===== src/rtl/sha256_round_ctrl.sv =====
// sha256_round_ctrl: sequencer for the SHA-256 compression round datapath and
// message-schedule unit. Takes one padded block per handshake, loads the
// working variables, steps ROUNDS single-cycle rounds, folds the result into
// the chaining state and offers the digest on a valid/ready handshake.
// Optional feature macro: SHA_ABORT_EN adds an 'abort' input that drops an
// in-flight block without touching the chaining state.
module sha256_round_ctrl #(
  parameter int ROUNDS = 64,
  parameter int IDX_W  = 6
) (
  input  logic             clk,
  input  logic             rst_n,
`ifdef SHA_ABORT_EN
  input  logic             abort,
`endif
  input  logic             blk_valid,
  input  logic             blk_first,
  output logic             blk_ready,
  output logic             ws_load,
  output logic             wv_init,
  output logic             rnd_en,
  output logic [IDX_W-1:0] rnd_idx,
  input  logic [255:0]     wv_in,
  output logic [255:0]     h_state,
  output logic             dig_valid,
  input  logic             dig_ready,
  output logic             busy
);

  localparam logic [255:0] IV =
    256'h6a09e667_bb67ae85_3c6ef372_a54ff53a_510e527f_9b05688c_1f83d9ab_5be0cd19;

  localparam logic [2:0] S_IDLE  = 3'd0;
  localparam logic [2:0] S_LOAD  = 3'd1;
  localparam logic [2:0] S_ROUND = 3'd2;
  localparam logic [2:0] S_FINAL = 3'd3;
  localparam logic [2:0] S_DONE  = 3'd4;

  localparam logic [IDX_W-1:0] LAST_IDX = IDX_W'(ROUNDS - 1);

  logic [2:0]       r_state;
  logic [IDX_W-1:0] r_idx;
  logic [255:0]     r_h;

  logic             w_lastRound;
  logic             w_abort;
  logic [255:0]     w_hSum;

  assign w_lastRound = (r_idx == LAST_IDX);

`ifdef SHA_ABORT_EN
  // Abort only matters while a block is in flight; the digest in DONE is kept.
  assign w_abort = abort && ((r_state == S_LOAD) || (r_state == S_ROUND) ||
                             (r_state == S_FINAL));
`else
  assign w_abort = 1'b0;
`endif

  // Feed-forward add: eight independent 32-bit sums, no carry between words.
  always_comb begin
    w_hSum = '0;
    for (int i = 0; i < 8; i++) begin
      w_hSum[32*i +: 32] = r_h[32*i +: 32] + wv_in[32*i +: 32];
    end
  end

  // Block sequencing, round counter and chaining-state update.
  always_ff @(posedge clk) begin
    if (!rst_n) begin
      r_state <= S_IDLE;
      r_idx   <= '0;
      r_h     <= IV;
    end else if (w_abort) begin
      r_state <= S_IDLE;
      r_idx   <= '0;
    end else begin
      case (r_state)
        S_IDLE: begin
          if (blk_valid) begin
            r_state <= S_LOAD;
            r_idx   <= '0;
            if (blk_first) begin
              r_h <= IV;
            end
          end
        end
        S_LOAD: begin
          r_state <= S_ROUND;
          r_idx   <= '0;
        end
        S_ROUND: begin
          if (w_lastRound) begin
            r_state <= S_FINAL;
            r_idx   <= '0;
          end else begin
            r_idx <= r_idx + 1'b1;
          end
        end
        S_FINAL: begin
          r_h     <= w_hSum;
          r_state <= S_DONE;
        end
        S_DONE: begin
          if (dig_ready) begin
            r_state <= S_IDLE;
          end
        end
        default: begin
          r_state <= S_IDLE;
          r_idx   <= '0;
        end
      endcase
    end
  end

  assign blk_ready = (r_state == S_IDLE);
  assign ws_load   = (r_state == S_LOAD);
  assign wv_init   = (r_state == S_LOAD);
  assign rnd_en    = (r_state == S_ROUND);
  assign rnd_idx   = r_idx;
  assign h_state   = r_h;
  assign dig_valid = (r_state == S_DONE);
  assign busy      = (r_state != S_IDLE);

endmodule


===== config.mk =====
export PLATFORM = sky130hd
export DESIGN_NAME = sha256_round_ctrl
export DESIGN_NICKNAME = d
export VERILOG_FILES = /design/src/rtl/sha256_round_ctrl.sv
export SDC_FILE = /design/constraint.sdc
export NUM_CORES = 1
export LEC_CHECK = 0
export BUFFER_PORTS_ARGS = -buffer_cell sky130_fd_sc_hd__buf_4
export CORE_AREA = 8 8 272 195
export CTS_BUF_LIST = sky130_fd_sc_hd__clkbuf_8
export DETAILED_ROUTE_END_ITERATION = 8
export DIE_AREA = 0 0 280 203
export PLACE_DENSITY = 0.67
export SETUP_SLACK_MARGIN = 0.4
export SLEW_MARGIN = 20
export SYNTH_ARGS = -nofsm -noshare
export SYNTH_HDL_FRONTEND = slang
export SYNTH_SLANG_ARGS = --single-unit

===== constraint.sdc =====
create_clock -name clk -period 3.7 [get_ports clk]
set_clock_uncertainty 0.2 [all_clocks]
set_input_delay 0.555 -clock clk [delete_from_list [all_inputs] [get_ports clk]]
set_output_delay 0.555 -clock clk [all_outputs]
set_load 0.005 [all_outputs]

## Word level (Yosys, flattened, before mapping)

Index checks and enable logic that the tools add are counted.

| storage, ports and cells | value |
|---|---|
| output and inout port bits | 268 |
| register bits after elaboration | 265 |

| operators by class | value |
|---|---|
| multiplexer cells | 10 |
| add/subtract/negate cells | 9 |
| equality and inequality tests | 9 |
| bitwise logic cells | 1 |
| reduce and logical (&&, ||, !) cells | 7 |

Operator list:

| kind | count |
|---|---|
| 256-bit 2-to-1 mux | 2 |
| 256-bit one-hot mux with 2 select lines | 1 |
| 32-bit adder | 8 |
| 6-bit one-hot mux with 3 select lines | 1 |
| 3-bit one-hot mux with 5 select lines | 1 |
| 6-bit 2-to-1 mux | 2 |
| 3-bit 2-to-1 mux | 3 |
| 6-bit by 1-bit adder with 6-bit output (second input constant) | 1 |
| 3-bit by 2-bit == test with 1-bit output (second input constant) | 2 |
| 6-bit == test (second input constant) | 1 |
| 3-bit AND reduction | 2 |
| 2-bit by 1-bit != test with 1-bit output (second input constant) | 2 |
| 2-bit != test (second input constant) | 2 |
| 3-bit by 1-bit == test with 1-bit output (second input constant) | 1 |
| 3-bit == test (second input constant) | 1 |
| 3-bit logical NOT | 1 |
| 3-bit nonzero test | 1 |
| 2-bit AND reduction | 1 |
| 2-bit nonzero test | 1 |
| 2-bit OR reduction | 1 |
| 1-bit NOT | 1 |

## Depth between registers and ports, before layout

| depth | value |
|---|---|
| depth in word-level cells | 4 |
| gate-level depth with buffers | 13 |
| gate-level depth less buffers | 13 |

## Least setup slack after synthesis

No wires, ideal clock.

| timing path | value |
|---|---|
| path type | in2reg |
| start point | input wv_in[72] |
| end point | register r_h[93], in the netlist h_state[93] |
| arrival | 3036 ps |
| path slack | 347 ps |
| path buffers | 0 |
| stages on the path | 10 |
| data required time | 3383 ps |
| setup time | 117 ps |
| cell sequence | ha_1 -> a21o_1 -> a21o_1 -> a2111oi_0 -> o21a_1 -> nor3b_1 -> o41a_1 -> a31o_2 -> a211o_1 -> a32o_1 |

| on the way | value |
|---|---|
| longest elaborated chain between the ends | 2 |

Ends and longest elaborated chain:

| element | line | source |
|---|---|---|
| from (decl) | 23 | `input logic [255:0] wv_in,` |
| 32-bit adder | 63 | `w_hSum[32*i +: 32] = r_h[32*i +: 32] + wv_in[32*i +: 32];` |
| 256-bit one-hot mux with 2 select lines | 77 | `case (r_state)` |
| to (signal assigned) | 100 | `r_h <= w_hSum;` |
| to (decl) | 43 | `logic [255:0] r_h;` |

Every way passes these cells.
A chain may end at the register's enable or synchronous reset.

## Final worst setup path

| timing path | value |
|---|---|
| start point | register r_h[2], in the netlist h_state[2] |
| end point | register r_h[31], in the netlist h_state[31] |

| on the way | value |
|---|---|
| longest elaborated chain between the ends | 2 |

Ends and longest elaborated chain:

| element | line |
|---|---|
| 32-bit adder | 63 |
| 256-bit one-hot mux with 2 select lines | 77 |

Every way passes these cells.

==> flow_summary.yaml <==
die:
  overall_die_width_um: 280
  die_area_um2: 56800
  fp-row-count: 68
  dieHeight_um: 203
  coreArea_um2: 48800
  top_level_ports: 529
  starting_density_of_the_core: 0.435
clock_network:
  worstSkewPairLatency_ps: 640
  clock-root-buffer: "clkbuf_8"
  clock_tree.buffer_depth: 3
  cts_tree: "done"
  cts_buffers: 48
  cts.sink_count: 265
  clock_tree.htree_level_count: 2
  clkTransAtPathRegs_ps: 70
synth:
  ys_seq_elements: 265
  synthDominantAreaCellType: "dfxtp_1"
  yosysSeqAreaShare: 0.250
  mappedNetlistNets: 3176
  synth-edff-count: 0
  synth_warnings: 0
  synth.top_cells.by_area: "dfxtp_1 (25%), ha_1 (15%), a21oi_1 (5.8%)"
  cell_count_after_synthesis: 2658
  post_syn_area_per_cell_um2: 7.97
  postSynth.topFlopCell: "dfxtp_1"
  synth.distinct_cells: 73
  synth_async_sr_flop_share: 0
  synthDominantCellAreaShare: 0.250
  netlist_area_um2: 21200
timing:
  layout_worst_path_cycle_share: 0.891
  drv_slew: 0
  finalWorstPathRequiredPeriod_ps: 3300
  grt_setup_unrepaired: "yes"
  worst_rel_slew_slack: 0.284
  final.setup.tns_ps: 0
  timing.final.ws_setup_ps: 404
  tightestPinTransition_ps: 1070
  report.final.hold_viol_count: 0
  max_freq_mhz: 303
  setup-violations-final: 0
power_and_ir_drop:
  vdd_ir_drop_max_v: 0.000275
  pwr_density_cell_nw_per_um2: 307
  report.power.total_w: 0.00847
  power_leakage_nw: 12.4
global_route:
  grt_pass1_wl_um: 121000
  grt.overflow.total: 0
  track_usage: 0.262
  first_global_vias: 21700
  initial_antenna_violation_count: 15
  grt_start_max_net_pins: 96
critical_path:
  worstPathArrival_ps: 3670
  timing.critical_path.slowest_cell_delay_ps: 360
  cp-start-kind: "flop"
  worstPathCellList: "ha_1, o21ai_0, o21ai_2, o41ai_2, buf_4, a21oi_1, o311ai_2, a31oi_1, buf_4, o2111ai_2, o311ai_2, nand2b_1, a31oi_1"
  crit_path_end_kind: "flop"
  cp_data_required_time_ps: 4070
  crit_path_top_delay_cell: "o41ai_2"
  cp_max_fo: 4
  r2r_slack_ps: 400
  critPathKind: "flop to flop"
placed_design:
  routabilityCongestion: 0.926
  place_ws_ps: -144
  placed_cells_incl_taps: 3797
  hpwlAfterDp_um: 60600
  place.port_buffers: 528
  detailed_place.area_um2: 26000
finish:
  fin_nets: 3716
  layout.filler_cells: 4509
  share_of_post_route_cells_with_drive_strength_above_1: 0.237
  final-instance-count-excl-fill: 3905
  post_route_design_area_um2: 27600
  area.growth.synth_to_final_pct: 30.0
drt:
  drtAntennaViolNets: 0
  num_vias: 22300
  drt-vias-per-instance: 5.72
  drc: 0
  drt_wl_total_um: 79700
  number_of_design_rule_violations_left_by_the_first_detailed_router_iteration: 1663
  drtPass1Iterations: 7
  wl_per_cell_um: 20.4
hold_path:
  min_path_type: "primary input to flop"
run:
  max-cap-violations: 0
status:
  status: "finished clean"
[through the flow]
| stage | hold WS (ps) | utilization |
|---|---|---|
| 2_1_floorplan | 255 | - |
| 3_3_place_gp | 263 | 0.534 |
| 3_5_place_dp | 269 | 0.534 |
| 4_1_cts | 0.366 | 0.555 |
| 5_1_grt | 50.1 | 0.565 |
| 6_report | 61.3 | 0.565 |
[synthesized netlist by cell type, drive strengths merged (19+ instances only)]
library cell  instances
nor2                167
nand2               262
o21a                 46
ha                  249
o21bai               26
a21boi               19
a211oi               22
nand2b               39
o22ai                71
dfxtp               265
and2                 24
or3                  24
a21o                161
nor2b                90
nor3                 38
clkbuf               89
a31oi                22
inv                  65
xnor2               126
a22oi                50
nand3                40
and3                 21
o21ai               184
a21oi               244
xor2                 73
[kinds of logic after synthesis]
family | after synthesis | synth area share
AO/OA/AOI/OAI | 975 | 0.297
XOR/XNOR | 199 | 0.0823
adder cells (fa/ha/maj) | 257 | 0.155
buffers and inverters | 167 | 0.0298
flip-flops | 265 | 0.250
multiplexers | 11 | 0.00579
AND/OR/NAND/NOR | 784 | 0.180
[critical path: cells and delay by family, from the launching register on]
family,cells,cell delay [ps]
AO/OA/AOI/OAI,9,1840
adder cells (fa/ha/maj),1,330
buffers and inverters,2,340
flip-flops,1,340
AND/OR/NAND/NOR,1,180
[power by group]
part	internal (W)	switching (W)	leakage, nW
sequential	0.00294	0.0000854	2.14
clock	0.00160	0.00139	0.554
combinational	0.00113	0.00132	9.69
[routing by layer]
| layer | vias up | global-route usage | routed length, µm |
|---|---|---|---|
| li1 | 10900 | - | - |
| met1 | 10500 | 0.336 | 34500 |
| met2 | 769 | 0.418 | 35900 |
| met3 | 158 | 0.0712 | 6560 |
| met4 | 8 | 0.0982 | 2630 |
| met5 | - | 0 | 58 |
[timing repair]
| action | in CTS | in global routing |
|---|---|---|
| endpoints found under the setup margin | 19 | 65 |
| resized for setup | 15 | 93 |
| buffers inserted | 0 | 13 |
| endpoints found under the hold margin | 3 | 0 |
| hold buffers | 3 | 0 |
| pin swaps | 4 | 45 |
[final cells by class]
class / count / area, µm² / share of cell area
timing repair buffer: 592 / 4470 / 0.162
antenna: 9 / 22.5 / 0.000817
multi-input combinational: 2226 / 15700 / 0.569
sequential: 265 / 5320 / 0.193
tap: 665 / 832 / 0.0302
clock buffer: 64 / 881 / 0.0320
inverter: 65 / 244 / 0.00886
clock inverter: 19 / 110 / 0.00400
[worst paths after layout]
kind                                   start           end  depth (start not counted)
worst max-delay path              h_state[2]   h_state[31]                         13
worst min-delay path                wv_in[0]    h_state[0]                          4
worst max register to register    h_state[2]   h_state[31]                         13
worst min register to register  h_state[255]  h_state[255]                          1
[sequential cells by signal, indices dropped and copies added (netlist names)]
name and flops:
h_state 256, r_state 3, rnd_idx 6
[layout by cell type (no fill, tap or decap), types with 13 or more instances in the layout]
master    Yosys  final
o22ai_1      71     71
nor3_1       38     38
o211ai_1     16     16
or3_1        24     24
nand3_1      40     40
a22oi_1      50     49
nor2b_1      90     89
o21a_1       46     46
nor2_1      166    166
a21o_1      161    160
nand2_1     262    260
and2_1       24     22
ha_1        249    235
o21ai_0     184    165
inv_1        65     76
dfxtp_1     265    256
nand4_1      17     17
clkbuf_8      0     64
and3_1       21     20
a21oi_1     244    236
o21bai_1     26     26
a211oi_1     22     19
buf_4         1    587
xnor2_1     126    126
a31oi_1      22     20
xor2_1       73     73
o31ai_1      17     13
nand2b_1     39     39
nor4_1       14     13
No activity file was read; power rests on OpenSTA's default activity.
